**src/rtl/ysyx_23060236_lsu_pkg.sv**
```systemverilog
// ysyx_23060236_lsu_pkg
// Shared definitions for the load/store unit:
//   - RV32 load/store funct3 codes and the access-size field funct3[1:0]
//   - 3-bit LSU state encodings
//   - AXI response code for OKAY
//   - lsu_misaligned(): alignment rule shared by the FSM and the lane aligner
package ysyx_23060236_lsu_pkg;

  localparam logic [2:0] FUNCT3_LB  = 3'b000;
  localparam logic [2:0] FUNCT3_LH  = 3'b001;
  localparam logic [2:0] FUNCT3_LW  = 3'b010;
  localparam logic [2:0] FUNCT3_LBU = 3'b100;
  localparam logic [2:0] FUNCT3_LHU = 3'b101;
  localparam logic [2:0] FUNCT3_SB  = 3'b000;
  localparam logic [2:0] FUNCT3_SH  = 3'b001;
  localparam logic [2:0] FUNCT3_SW  = 3'b010;

  // funct3[1:0] doubles as the AXI size code
  localparam logic [1:0] LSU_SIZE_BYTE = 2'b00;
  localparam logic [1:0] LSU_SIZE_HALF = 2'b01;
  localparam logic [1:0] LSU_SIZE_WORD = 2'b10;

  localparam logic [2:0] LSU_IDLE = 3'd0;
  localparam logic [2:0] LSU_AR   = 3'd1;
  localparam logic [2:0] LSU_R    = 3'd2;
  localparam logic [2:0] LSU_AWW  = 3'd3;
  localparam logic [2:0] LSU_B    = 3'd4;
  localparam logic [2:0] LSU_RESP = 3'd5;

  localparam logic [1:0] AXI_RESP_OKAY = 2'b00;

  // Halfwords need addr[0]=0, words need addr[1:0]=0; bytes are always aligned.
  function automatic logic lsu_misaligned(input logic [1:0] size, input logic [1:0] addr_lo);
    case (size)
      LSU_SIZE_HALF: return addr_lo[0];
      LSU_SIZE_WORD: return (addr_lo != 2'b00);
      default:       return 1'b0;
    endcase
  endfunction

endpackage

```
**src/rtl/ysyx_23060236_Reg.sv**
```systemverilog
// ysyx_23060236_Reg
// Generic enabled register with synchronous active-high reset.
//   clock, reset : clock and synchronous reset
//   din, wen     : next value and load enable
//   dout         : registered value (RESET_VAL after reset)
module ysyx_23060236_Reg #(
  parameter int WIDTH = 1,
  parameter logic [WIDTH-1:0] RESET_VAL = '0
) (
  input  logic             clock,
  input  logic             reset,
  input  logic [WIDTH-1:0] din,
  input  logic             wen,
  output logic [WIDTH-1:0] dout
);

  always_ff @(posedge clock) begin
    if (reset) dout <= RESET_VAL;
    else if (wen) dout <= din;
  end

endmodule

```
**src/rtl/ysyx_23060236_lsu_align.sv**
```systemverilog
// ysyx_23060236_lsu_align
// Combinational byte-lane steering for the LSU.
//   funct3, addr_lo : access type and low address bits of the latched request
//   wdata           : LSB-aligned store data
//   rdata           : raw 32-bit read data from the bus
//   wstrb           : byte strobes placed on the addressed lanes
//   wdata_shifted   : store data moved onto the addressed lanes
//   rdata_ext       : addressed lanes moved to the LSB, sign/zero extended
//   misaligned      : access violates natural alignment
module ysyx_23060236_lsu_align
  import ysyx_23060236_lsu_pkg::*;
(
  input  logic [2:0]  funct3,
  input  logic [1:0]  addr_lo,
  input  logic [31:0] wdata,
  input  logic [31:0] rdata,
  output logic [3:0]  wstrb,
  output logic [31:0] wdata_shifted,
  output logic [31:0] rdata_ext,
  output logic        misaligned
);

  logic [4:0]  shamt;
  logic [31:0] raw;
  logic [3:0]  size_mask;
  logic        sign_en;

  assign shamt         = {addr_lo, 3'b000};
  assign raw           = rdata >> shamt;
  // funct3[2] selects the unsigned variants (LBU/LHU)
  assign sign_en       = ~funct3[2];
  assign wstrb         = size_mask << addr_lo;
  assign wdata_shifted = wdata << shamt;
  assign misaligned    = lsu_misaligned(funct3[1:0], addr_lo);

  always_comb begin
    size_mask = 4'b1111;
    rdata_ext = raw;
    case (funct3[1:0])
      LSU_SIZE_BYTE: begin
        size_mask = 4'b0001;
        rdata_ext = {{24{raw[7] & sign_en}}, raw[7:0]};
      end
      LSU_SIZE_HALF: begin
        size_mask = 4'b0011;
        rdata_ext = {{16{raw[15] & sign_en}}, raw[15:0]};
      end
      default: begin
        size_mask = 4'b1111;
        rdata_ext = raw;
      end
    endcase
  end

endmodule

```
**src/rtl/ysyx_23060236_lsu.sv**
```systemverilog
// ysyx_23060236_lsu
// Load/store bus master: turns one core load/store at a time into a
// single-beat AXI4-Lite-style transaction on the xbar lsu_* channels.
//   clock, reset                  : clock, synchronous active-high reset
//   req_*                         : core request (valid/ready handshake)
//   resp_valid/resp_rdata/resp_err: one-cycle completion, extended load data, error
//   lsu_ar*/lsu_r*                : read address / read data channels
//   lsu_aw*/lsu_w*/lsu_b*         : write address / write data / write response channels
module ysyx_23060236_lsu
  import ysyx_23060236_lsu_pkg::*;
(
  input  logic        clock,
  input  logic        reset,

  input  logic        req_valid,
  output logic        req_ready,
  input  logic        req_wen,
  input  logic [31:0] req_addr,
  input  logic [31:0] req_wdata,
  input  logic [2:0]  req_funct3,

  output logic        resp_valid,
  output logic [31:0] resp_rdata,
  output logic        resp_err,

  output logic [31:0] lsu_araddr,
  output logic        lsu_arvalid,
  output logic [2:0]  lsu_arsize,
  input  logic        lsu_arready,

  input  logic [31:0] lsu_rdata,
  input  logic [1:0]  lsu_rresp,
  input  logic        lsu_rvalid,
  output logic        lsu_rready,

  output logic [31:0] lsu_awaddr,
  output logic        lsu_awvalid,
  output logic [2:0]  lsu_awsize,
  input  logic        lsu_awready,

  output logic [31:0] lsu_wdata,
  output logic [3:0]  lsu_wstrb,
  output logic        lsu_wvalid,
  input  logic        lsu_wready,

  input  logic [1:0]  lsu_bresp,
  input  logic        lsu_bvalid,
  output logic        lsu_bready
);

  logic [2:0]  state_q, state_d;
  logic [31:0] addr_q, wdata_q;
  logic [2:0]  funct3_q;
  logic        wen_q;
  logic        aw_done_q, aw_done_d;
  logic        w_done_q, w_done_d;
  logic [31:0] rdata_q;
  logic        err_q, err_d, err_wen;

  logic        accept;
  logic        req_misaligned;
  logic        aw_fire, w_fire, aww_finish;
  logic        r_fire, b_fire, rdata_wen;
  logic [3:0]  strb_lanes;
  logic [31:0] wdata_lanes;
  logic [31:0] rdata_ext;
  logic        latched_misaligned;

  assign accept         = (state_q == LSU_IDLE) && req_valid;
  assign req_misaligned = lsu_misaligned(req_funct3[1:0], req_addr[1:0]);

  assign aw_fire    = lsu_awvalid && lsu_awready;
  assign w_fire     = lsu_wvalid && lsu_wready;
  // Covers both "finished on earlier cycles" and "both handshake together".
  assign aww_finish = (aw_done_q || aw_fire) && (w_done_q || w_fire);
  assign r_fire     = lsu_rvalid && lsu_rready;
  assign b_fire     = lsu_bvalid && lsu_bready;

  ysyx_23060236_lsu_align u_align (
    .funct3        (funct3_q),
    .addr_lo       (addr_q[1:0]),
    .wdata         (wdata_q),
    .rdata         (lsu_rdata),
    .wstrb         (strb_lanes),
    .wdata_shifted (wdata_lanes),
    .rdata_ext     (rdata_ext),
    .misaligned    (latched_misaligned)
  );

  // Next-state logic; bus handshakes are only honoured in their own state.
  always_comb begin
    state_d = state_q;
    case (state_q)
      LSU_IDLE: begin
        if (req_valid) begin
          if (req_misaligned) state_d = LSU_RESP;
          else if (req_wen)   state_d = LSU_AWW;
          else                state_d = LSU_AR;
        end
      end
      LSU_AR:   if (lsu_arvalid && lsu_arready) state_d = LSU_R;
      LSU_R:    if (r_fire) state_d = LSU_RESP;
      LSU_AWW:  if (aww_finish) state_d = LSU_B;
      LSU_B:    if (b_fire) state_d = LSU_RESP;
      LSU_RESP: state_d = LSU_IDLE;
      default:  state_d = LSU_IDLE;
    endcase
  end

  assign aw_done_d = (state_q == LSU_AWW) && !aww_finish && (aw_done_q || aw_fire);
  assign w_done_d  = (state_q == LSU_AWW) && !aww_finish && (w_done_q || w_fire);

  ysyx_23060236_Reg #(.WIDTH(3), .RESET_VAL(LSU_IDLE)) u_state_reg (
    .clock(clock), .reset(reset), .din(state_d), .wen(1'b1), .dout(state_q));
  ysyx_23060236_Reg #(.WIDTH(1)) u_aw_done_reg (
    .clock(clock), .reset(reset), .din(aw_done_d), .wen(1'b1), .dout(aw_done_q));
  ysyx_23060236_Reg #(.WIDTH(1)) u_w_done_reg (
    .clock(clock), .reset(reset), .din(w_done_d), .wen(1'b1), .dout(w_done_q));

  ysyx_23060236_Reg #(.WIDTH(32)) u_addr_reg (
    .clock(clock), .reset(reset), .din(req_addr), .wen(accept), .dout(addr_q));
  ysyx_23060236_Reg #(.WIDTH(3)) u_funct3_reg (
    .clock(clock), .reset(reset), .din(req_funct3), .wen(accept), .dout(funct3_q));
  ysyx_23060236_Reg #(.WIDTH(1)) u_wen_reg (
    .clock(clock), .reset(reset), .din(req_wen), .wen(accept), .dout(wen_q));
  ysyx_23060236_Reg #(.WIDTH(32)) u_wdata_reg (
    .clock(clock), .reset(reset), .din(req_wdata), .wen(accept), .dout(wdata_q));

  // Load data only ever changes on a load completion; stores leave it alone.
  assign rdata_wen = (state_q == LSU_R) && r_fire && !wen_q;

  ysyx_23060236_Reg #(.WIDTH(32)) u_rdata_reg (
    .clock(clock), .reset(reset), .din(rdata_ext), .wen(rdata_wen), .dout(rdata_q));

  // Bus errors are captured on completion; a misaligned accept clears the
  // stored flag and its error is reported from the latched request in RESP.
  always_comb begin
    err_d   = 1'b0;
    err_wen = accept;
    if (state_q == LSU_R && r_fire) begin
      err_d   = (lsu_rresp != AXI_RESP_OKAY);
      err_wen = 1'b1;
    end else if (state_q == LSU_B && b_fire) begin
      err_d   = (lsu_bresp != AXI_RESP_OKAY);
      err_wen = 1'b1;
    end
  end

  ysyx_23060236_Reg #(.WIDTH(1)) u_err_reg (
    .clock(clock), .reset(reset), .din(err_d), .wen(err_wen), .dout(err_q));

  assign req_ready  = (state_q == LSU_IDLE);
  assign resp_valid = (state_q == LSU_RESP);
  assign resp_rdata = rdata_q;
  assign resp_err   = err_q || (resp_valid && latched_misaligned);

  assign lsu_araddr  = addr_q;
  assign lsu_arsize  = {1'b0, funct3_q[1:0]};
  assign lsu_arvalid = (state_q == LSU_AR);
  assign lsu_rready  = (state_q == LSU_R);

  assign lsu_awaddr  = addr_q;
  assign lsu_awsize  = {1'b0, funct3_q[1:0]};
  assign lsu_awvalid = (state_q == LSU_AWW) && !aw_done_q;
  assign lsu_wvalid  = (state_q == LSU_AWW) && !w_done_q;
  assign lsu_wdata   = wdata_lanes;
  // Strobes are forced low outside a write so idle/reset shows no active lanes.
  assign lsu_wstrb   = (state_q == LSU_AWW) ? strb_lanes : 4'b0000;
  assign lsu_bready  = (state_q == LSU_B);

endmodule

```
**config.mk**
```make
export PLATFORM = sky130hd
export DESIGN_NAME = ysyx_23060236_lsu
export DESIGN_NICKNAME = d
export VERILOG_FILES = /design/src/rtl/ysyx_23060236_lsu_pkg.sv /design/src/rtl/ysyx_23060236_Reg.sv /design/src/rtl/ysyx_23060236_lsu_align.sv /design/src/rtl/ysyx_23060236_lsu.sv
export SDC_FILE = /design/constraint.sdc
export NUM_CORES = 1
export LEC_CHECK = 0
export BUFFER_PORTS_ARGS = -buffer_cell sky130_fd_sc_hd__buf_4
export CORE_MARGIN = 3
export CORE_UTILIZATION = 47
export CTS_BUF_LIST = sky130_fd_sc_hd__clkbuf_16
export CTS_CLUSTER_SIZE = 10
export DETAILED_ROUTE_END_ITERATION = 12
export PLACE_DENSITY = 0.8
export SETUP_SLACK_MARGIN = 0.2
export SYNTH_ARGS = -nofsm -noshare
export SYNTH_HDL_FRONTEND = slang
export SYNTH_SLANG_ARGS = --single-unit
```
**constraint.sdc**
```tcl
create_clock -name clock -period 2.1 [get_ports clock]
set_input_delay 0 -clock clock [delete_from_list [all_inputs] [get_ports clock]]
set_output_delay 0 -clock clock [all_outputs]
set_load 0.1 [all_outputs]
```
==> results of run 1 <==
synthesized netlist by cell type, types with 2 or more instances:
library cell  instances
mux2i_1              35
and2_1                9
o21ai_0              26
o21ai_1              22
buf_1                 2
nor2_1               27
buf_4                43
o211ai_1              9
a21boi_0              7
buf_2                22
a311oi_1              2
ha_1                  6
clkbuf_1             25
nor3b_1               2
a21oi_1              97
nand2b_1              2
buf_6                 2
nand3_1               2
dfxtp_1             106
nor2b_1              10
nor4_2                7
nor4b_1               3
nand2_1             180
a21o_1                2
o2bb2ai_1            16
mux2_2                7
a211oi_1             10
nor3_1                3
inv_1                14
layer usage:
layer	global-route usage	part of all wire	vias to the layer above	wire length [um]
li1	-	-	2949	-
met1	0.330	0.39	2870	7670
met2	0.480	0.49	290	9830
met3	0.0768	0.080	52	1580
met4	0.118	0.040	0	785
met5	0	0	-	0
sequential cells by signal, summed over array words and instances, names as in the netlist:
signal / count
u_funct3_reg.dout: 3
u_aw_done_reg.dout: 1
u_addr_reg.dout: 32
u_err_reg.dout: 1
u_state_reg.dout: 3
u_w_done_reg.dout: 1
u_wen_reg.dout: 1
u_rdata_reg.dout: 32
u_wdata_reg.dout: 32
power by group:
group	leakage (nW)	internal, W	total [W]	switching (W)
clock	0.138	0.000782	0.00152	0.000733
combinational	2.66	0.00204	0.00865	0.00661
sequential	0.868	0.00247	0.00295	0.000482
total	3.67	0.00529	0.0131	0.00782
stage by stage:
stage | utilization | hold slack [ps] | setup WS, ps | instance area [um^2] | setup TNS [ps]
floorplan | - | 126 | -169 | 6010 | -338
global placement | 0.664 | 246 | 395 | 7650 | 0
detailed placement | 0.664 | 257 | 310 | 7650 | 0
CTS | 0.755 | 25.1 | 150 | 8690 | 0
global route | 0.765 | 37.1 | 141 | 8810 | 0
finish | 0.765 | 26.7 | 240 | 8810 | 0
worst max path at each step:
| stage | startpoint | endpoint | cells after the start |
|---|---|---|---|
| floorplan | u_state_reg.dout[2]$_SDFFE_PP0P_ | lsu_awvalid | 3 |
| global placement | u_funct3_reg.dout[1]$_SDFFE_PP0P_ | u_rdata_reg.dout[29]$_SDFFE_PP0P_ | 6 |
| detailed placement | u_funct3_reg.dout[1]$_SDFFE_PP0P_ | u_rdata_reg.dout[24]$_SDFFE_PP0P_ | 6 |
| CTS | u_funct3_reg.dout[1]$_SDFFE_PP0P_ | lsu_wstrb[2] | 7 |
| global route | u_funct3_reg.dout[1]$_SDFFE_PP0P_ | lsu_wstrb[2] | 7 |
| finish | u_addr_reg.dout[1]$_SDFFE_PP0P_ | lsu_wdata[29] | 4 |
cell type report:
cell class | count | area (um^2)
inverters | 15 | 56.3
flip-flops and latches | 106 | 2140
clock buffers | 9 | 225
repair buffers | 349 | 2890
fillers | 826 | 2700
well taps | 143 | 179
diodes | 1 | 2.50
multi-input cells | 506 | 3300
clock inverters | 7 | 31.3
repair_timing:
| item | 4_1_cts | 5_1_grt |
|---|---|---|
| setup buffers | 2 | 0 |
| pin swaps | 0 | 0 |
| endpoints found under the setup margin | 24 | 26 |
| hold buffers | 73 | 0 |
| hold endpoints to repair | 72 | 0 |
| resized for setup | 10 | 26 |
critical path: stages, from the launching register on:
cell     delay (ps)
dfxtp_4         530
buf_12          240
mux2i_2         390
a21oi_4          90
buf_4           240
cells by family (layout without fill, tap and decap cells):
logic type                 Yosys count  after routing  synth area share
and+or+nand+nor                    256            256             0.208
AOI/OAI and AO/OA                  200            200             0.211
buffers and inverters              109            380             0.110
DFF                                106            106             0.380
muxes                               42             42            0.0768
adders and majority gates            6              6            0.0134
other                                1              3          0.000671
==> results.yml, run 1 <==
place:
  dp_cells: 1044
  gp_congestion: 0.897
  dp_hpwl_um: 13100
  io_buffers: 255
critical_path:
  r2r_end: "u_w_done_reg.dout$_SDFF_PP0_"
  rrSetupSlack_ps: 290
  reg2reg_from: "u_state_reg.dout[1]$_SDFFE_PP0P_"
  worstPathRequired_ps: 2100
  arrival_ps: 1860
  endpoint_kind: "output port"
  path_max_fanout: 21
  ff2ff_path_depth: 5
  startpoint_type: "flop"
  timing.setup.critical_path_class: "flop to output port"
layout:
  final_nets: 1105
  drive_gt1_frac: 0.370
  final_cells: 1136
  layout_commonest_cell: "buf_4"
  layout_common_cells: "buf_4, nand2_1, dfxtp_1, a21oi_1, dlygate4sd3_1"
  area_growth_pct: 57.8
power_and_ir_drop:
  p_leak_nw: 3.67
  peakVddDrop_mv: 1.14
  power_w: 0.0131
  p_per_area_nw_per_um2: 1490
logic_synthesis:
  netlist_area_um2: 5590
  synth_warnings: 0
  synth.distinct_cells: 51
  synth_top_area_frac: 0.380
  seq_area_frac_synth: 0.380
  synthArstFlopShare: 0
  synthTopCellsByArea: "dfxtp_1, nand2_1, a21oi_1, mux2i_1, buf_4"
  yosysTopAreaCell: "dfxtp_1"
  synth_edf_count: 0
  synthFlopType: "dfxtp_1"
  ys_seq_elements: 106
  synth.avg_cell_area_um2: 7.76
  netlist_instances: 720
route:
  firstDrtPassIters: 5
  drt_iter0_markers: 485
  via_per_inst: 5.42
  post_drt_wl_per_cell_um: 17.5
  route.detailed.drc: 0
  drtAntennaViolNets: 0
  vias: 6161
  finalWirelength_um: 19900
global_route:
  grt_first_pass_wirelength_um: 29600
  grt_antenna_before_repair: 0
  overflow: 0
  grt_max_degree: 39
  track_usage: 0.280
  grt_pass1_vias: 5948
clocking:
  cts_tree: "built"
  clock_path_buffers: 2
  clkSinkCount: 106
  cts_root_buf: "clkbuf_16"
  worstSkewPairLatency_ps: 350
  cts-buffers-inserted: 9
  clk_pin_slew_ps: 70
  cts_max_level: 3
floorplan:
  start_util: 0.485
  die_x_um: 115
  die_area_um2: 13200
  dieHeight_um: 115
  row_count: 39
  design.portCount: 258
  core_area_um2: 11500
sta:
  relSlewSlack: 0.661
  period_needed_ps: 1860
  setup_viol: 0
  slew_viol_final: 0
  fmax_ghz: 0.538
  finalCritPeriodShare: 0.886
  hold_violations: 0
  rsz0062_at_grt: "yes"
  worst_pin_slew_ps: 506
  finalClockSkew_ps: 6.45
min_path:
  hold_end: "u_err_reg.dout$_SDFFE_PP0P_"
  whs_path_depth: 3
  min_from: "lsu_rresp[0]"
  worstHoldPathType: "primary input to flop"
status:
  status: "finished clean"
flow_run:
  maxCapViolCount: 0
Power figures use the tool's default switching activity.
==> run 2, diff against run 1 <==
==> constraint.sdc (replaced) <==
create_clock -name clock -period 2.07 [get_ports clock]
set_input_delay 0 -clock clock [delete_from_list [all_inputs] [get_ports clock]]
set_output_delay 0 -clock clock [all_outputs]
set_load 0.1 [all_outputs]
==> results.yml, run 2 (synthesis results as in run 1) <==
power_and_ir_drop:
  p_leak_nw: 3.68
  p_per_area_nw_per_um2: 1510
  power.switching_w: 0.00784
  p_clk_frac: 0.119
  comb_power_share: 0.660
  power_frac_seq: 0.220
  power_w: 0.0132
  switching_share: 0.592
  peakVddDrop_mv: 1.15
  intPower_w: 0.00540
critical_path:
  endpoint_kind: "output port"
  crit_path_cell_trace: "buf_12 > nor2b_1 > a211oi_1 > a21oi_4 > buf_4"
  r2r_end: "u_aw_done_reg.dout$_SDFF_PP0_"
  startpoint_type: "flop"
  arrival_ps: 1830
  reg2reg_from: "u_state_reg.dout[1]$_SDFFE_PP0P_"
  timing.setup.critical_path_class: "flop to output port"
  path_max_fanout: 25
  rrSetupSlack_ps: 300
  worstPathRequired_ps: 2070
  critPathMaxStageDelay_ps: 470
  crit_slowest_cell: "dfxtp_4"
  ff2ff_path_depth: 5
global_route:
  grt_antenna_before_repair: 0
  track_usage: 0.286
  grt_max_degree: 38
  grt_first_pass_wirelength_um: 30400
  overflow: 0
  grt_pass1_vias: 6103
route:
  drt_iter0_markers: 571
  post_drt_wl_per_cell_um: 17.4
  drtAntennaViolNets: 0
  vias: 6226
  firstDrtPassIters: 5
  route.detailed.drc: 0
  via_per_inst: 5.46
  finalWirelength_um: 19800
layout:
  area_growth_pct: 56.5
  drive_gt1_frac: 0.372
  nFillCells: 827
  layout_common_cells: "buf_4, nand2_1, dfxtp_1, a21oi_1, dlygate4sd3_1"
  reg_top3: "u_addr_reg.dout (32), u_rdata_reg.dout (32), u_wdata_reg.dout (32)"
  antennaDiodeCount: 0
  layout_commonest_cell: "buf_4"
  final_nets: 1112
  finalInstanceArea_um2: 8740
  postLayoutCoreUtil: 0.759
clocking:
  clk_pin_slew_ps: 70
  cts_max_level: 3
  clock_path_buffers: 2
  cts-buffers-inserted: 9
  clkSinkCount: 106
  cts_tree: "built"
  cts_root_buf: "clkbuf_16"
  worstSkewPairLatency_ps: 330
floorplan:
  row_count: 39
  die_x_um: 115
  dieHeight_um: 115
  design.portCount: 258
  die_area_um2: 13200
  core_area_um2: 11500
  start_util: 0.485
status:
  status: "finished clean"
min_path:
  whs_path_depth: 3
  min_from: "lsu_bvalid"
  worstHoldPathType: "primary input to flop"
  hold_end: "u_err_reg.dout$_SDFFE_PP0P_"
sta:
  setup_viol: 0
  period_needed_ps: 1830
  hold_violations: 0
  finalClockSkew_ps: 4.73
  slew_viol_final: 0
  setup_ws_ps: 237
  fmax_ghz: 0.546
  fin_hold_ws_ps: 30.3
  rsz0062_at_grt: "yes"
  finalCritPeriodShare: 0.886
place:
  pre_cts_ws_ps: 265
  dp_hpwl_um: 13100
  io_buffers: 255
  gp_congestion: 0.854
  dpl_cell_area_um2: 7670
flow_run:
  maxCapViolCount: 0
## run 2: worst max-delay path by stage
| stage | depth (start not counted) | slack, ps | startpoint | endpoint |
|---|---|---|---|---|
| detailed placement | 6 | 260 | u_funct3_reg.dout[0]$_SDFFE_PP0P_ | u_rdata_reg.dout[24]$_SDFFE_PP0P_ |
| floorplan | 3 | -200 | u_state_reg.dout[2]$_SDFFE_PP0P_ | lsu_awvalid |
| CTS | 7 | 210 | u_funct3_reg.dout[0]$_SDFFE_PP0P_ | lsu_wstrb[2] |
| global route | 5 | 150 | u_addr_reg.dout[1]$_SDFFE_PP0P_ | lsu_wdata[26] |
| finish | 5 | 240 | u_addr_reg.dout[1]$_SDFFE_PP0P_ | lsu_wdata[26] |
| global placement | 6 | 350 | u_funct3_reg.dout[0]$_SDFFE_PP0P_ | u_rdata_reg.dout[29]$_SDFFE_PP0P_ |
## run 2: power by group through the flow
stage	clock network (W)	registers, W	logic, W
finish	0.00158	0.00292	0.00875
global route	0.00169	0.00297	0.00910
CTS	0.00161	0.00289	0.00870
detailed placement	0	0.00295	0.00849
global placement	0	0.00294	0.00844
floorplan	0	0.00478	0.00530
## run 2: layer usage
layer,vias to the layer above,GRT usage,share of wire
met2,290,0.487,0.50
met1,2920,0.338,0.40
met3,53,0.0689,0.070
li1,2963,-,-
met5,-,0,0
met4,0,0.136,0.037
## run 2: repair_timing
| item | 4_1_cts | 5_1_grt |
|---|---|---|
| buffers inserted | 3 | 0 |
| endpoints found under the setup margin | 22 | 14 |
| hold buffers | 72 | 0 |
| resized for setup | 9 | 6 |
| hold endpoints to repair | 71 | 0 |
## run 2: stage by stage
stage          std cells  TNS [ps]
2_1_floorplan        721      -398
3_3_place_gp        1051         0
3_5_place_dp        1051         0
4_1_cts             1140         0
5_1_grt             1140         0
6_report            1140         0
## run 2: layout make-up
cell class / instances / area (um^2) / share of cell area
Timing Repair Buffer: 356 / 2870 / 0.328
Clock buffer: 10 / 250 / 0.0286
Inverter: 15 / 56.3 / 0.00644
Tap cell: 143 / 179 / 0.0205
Clock inverter: 4 / 18.8 / 0.00215
Sequential cell: 106 / 2140 / 0.244
Multi-Input combinational cell: 506 / 3230 / 0.370
## run 2: worst max-delay path: cells and delay by family (launching register included)
family,cells,cell delay (ps)
DFF,1,470
and+or+nand+nor,1,80
AOI/OAI and AO/OA,2,460
buffers and inverters,2,480
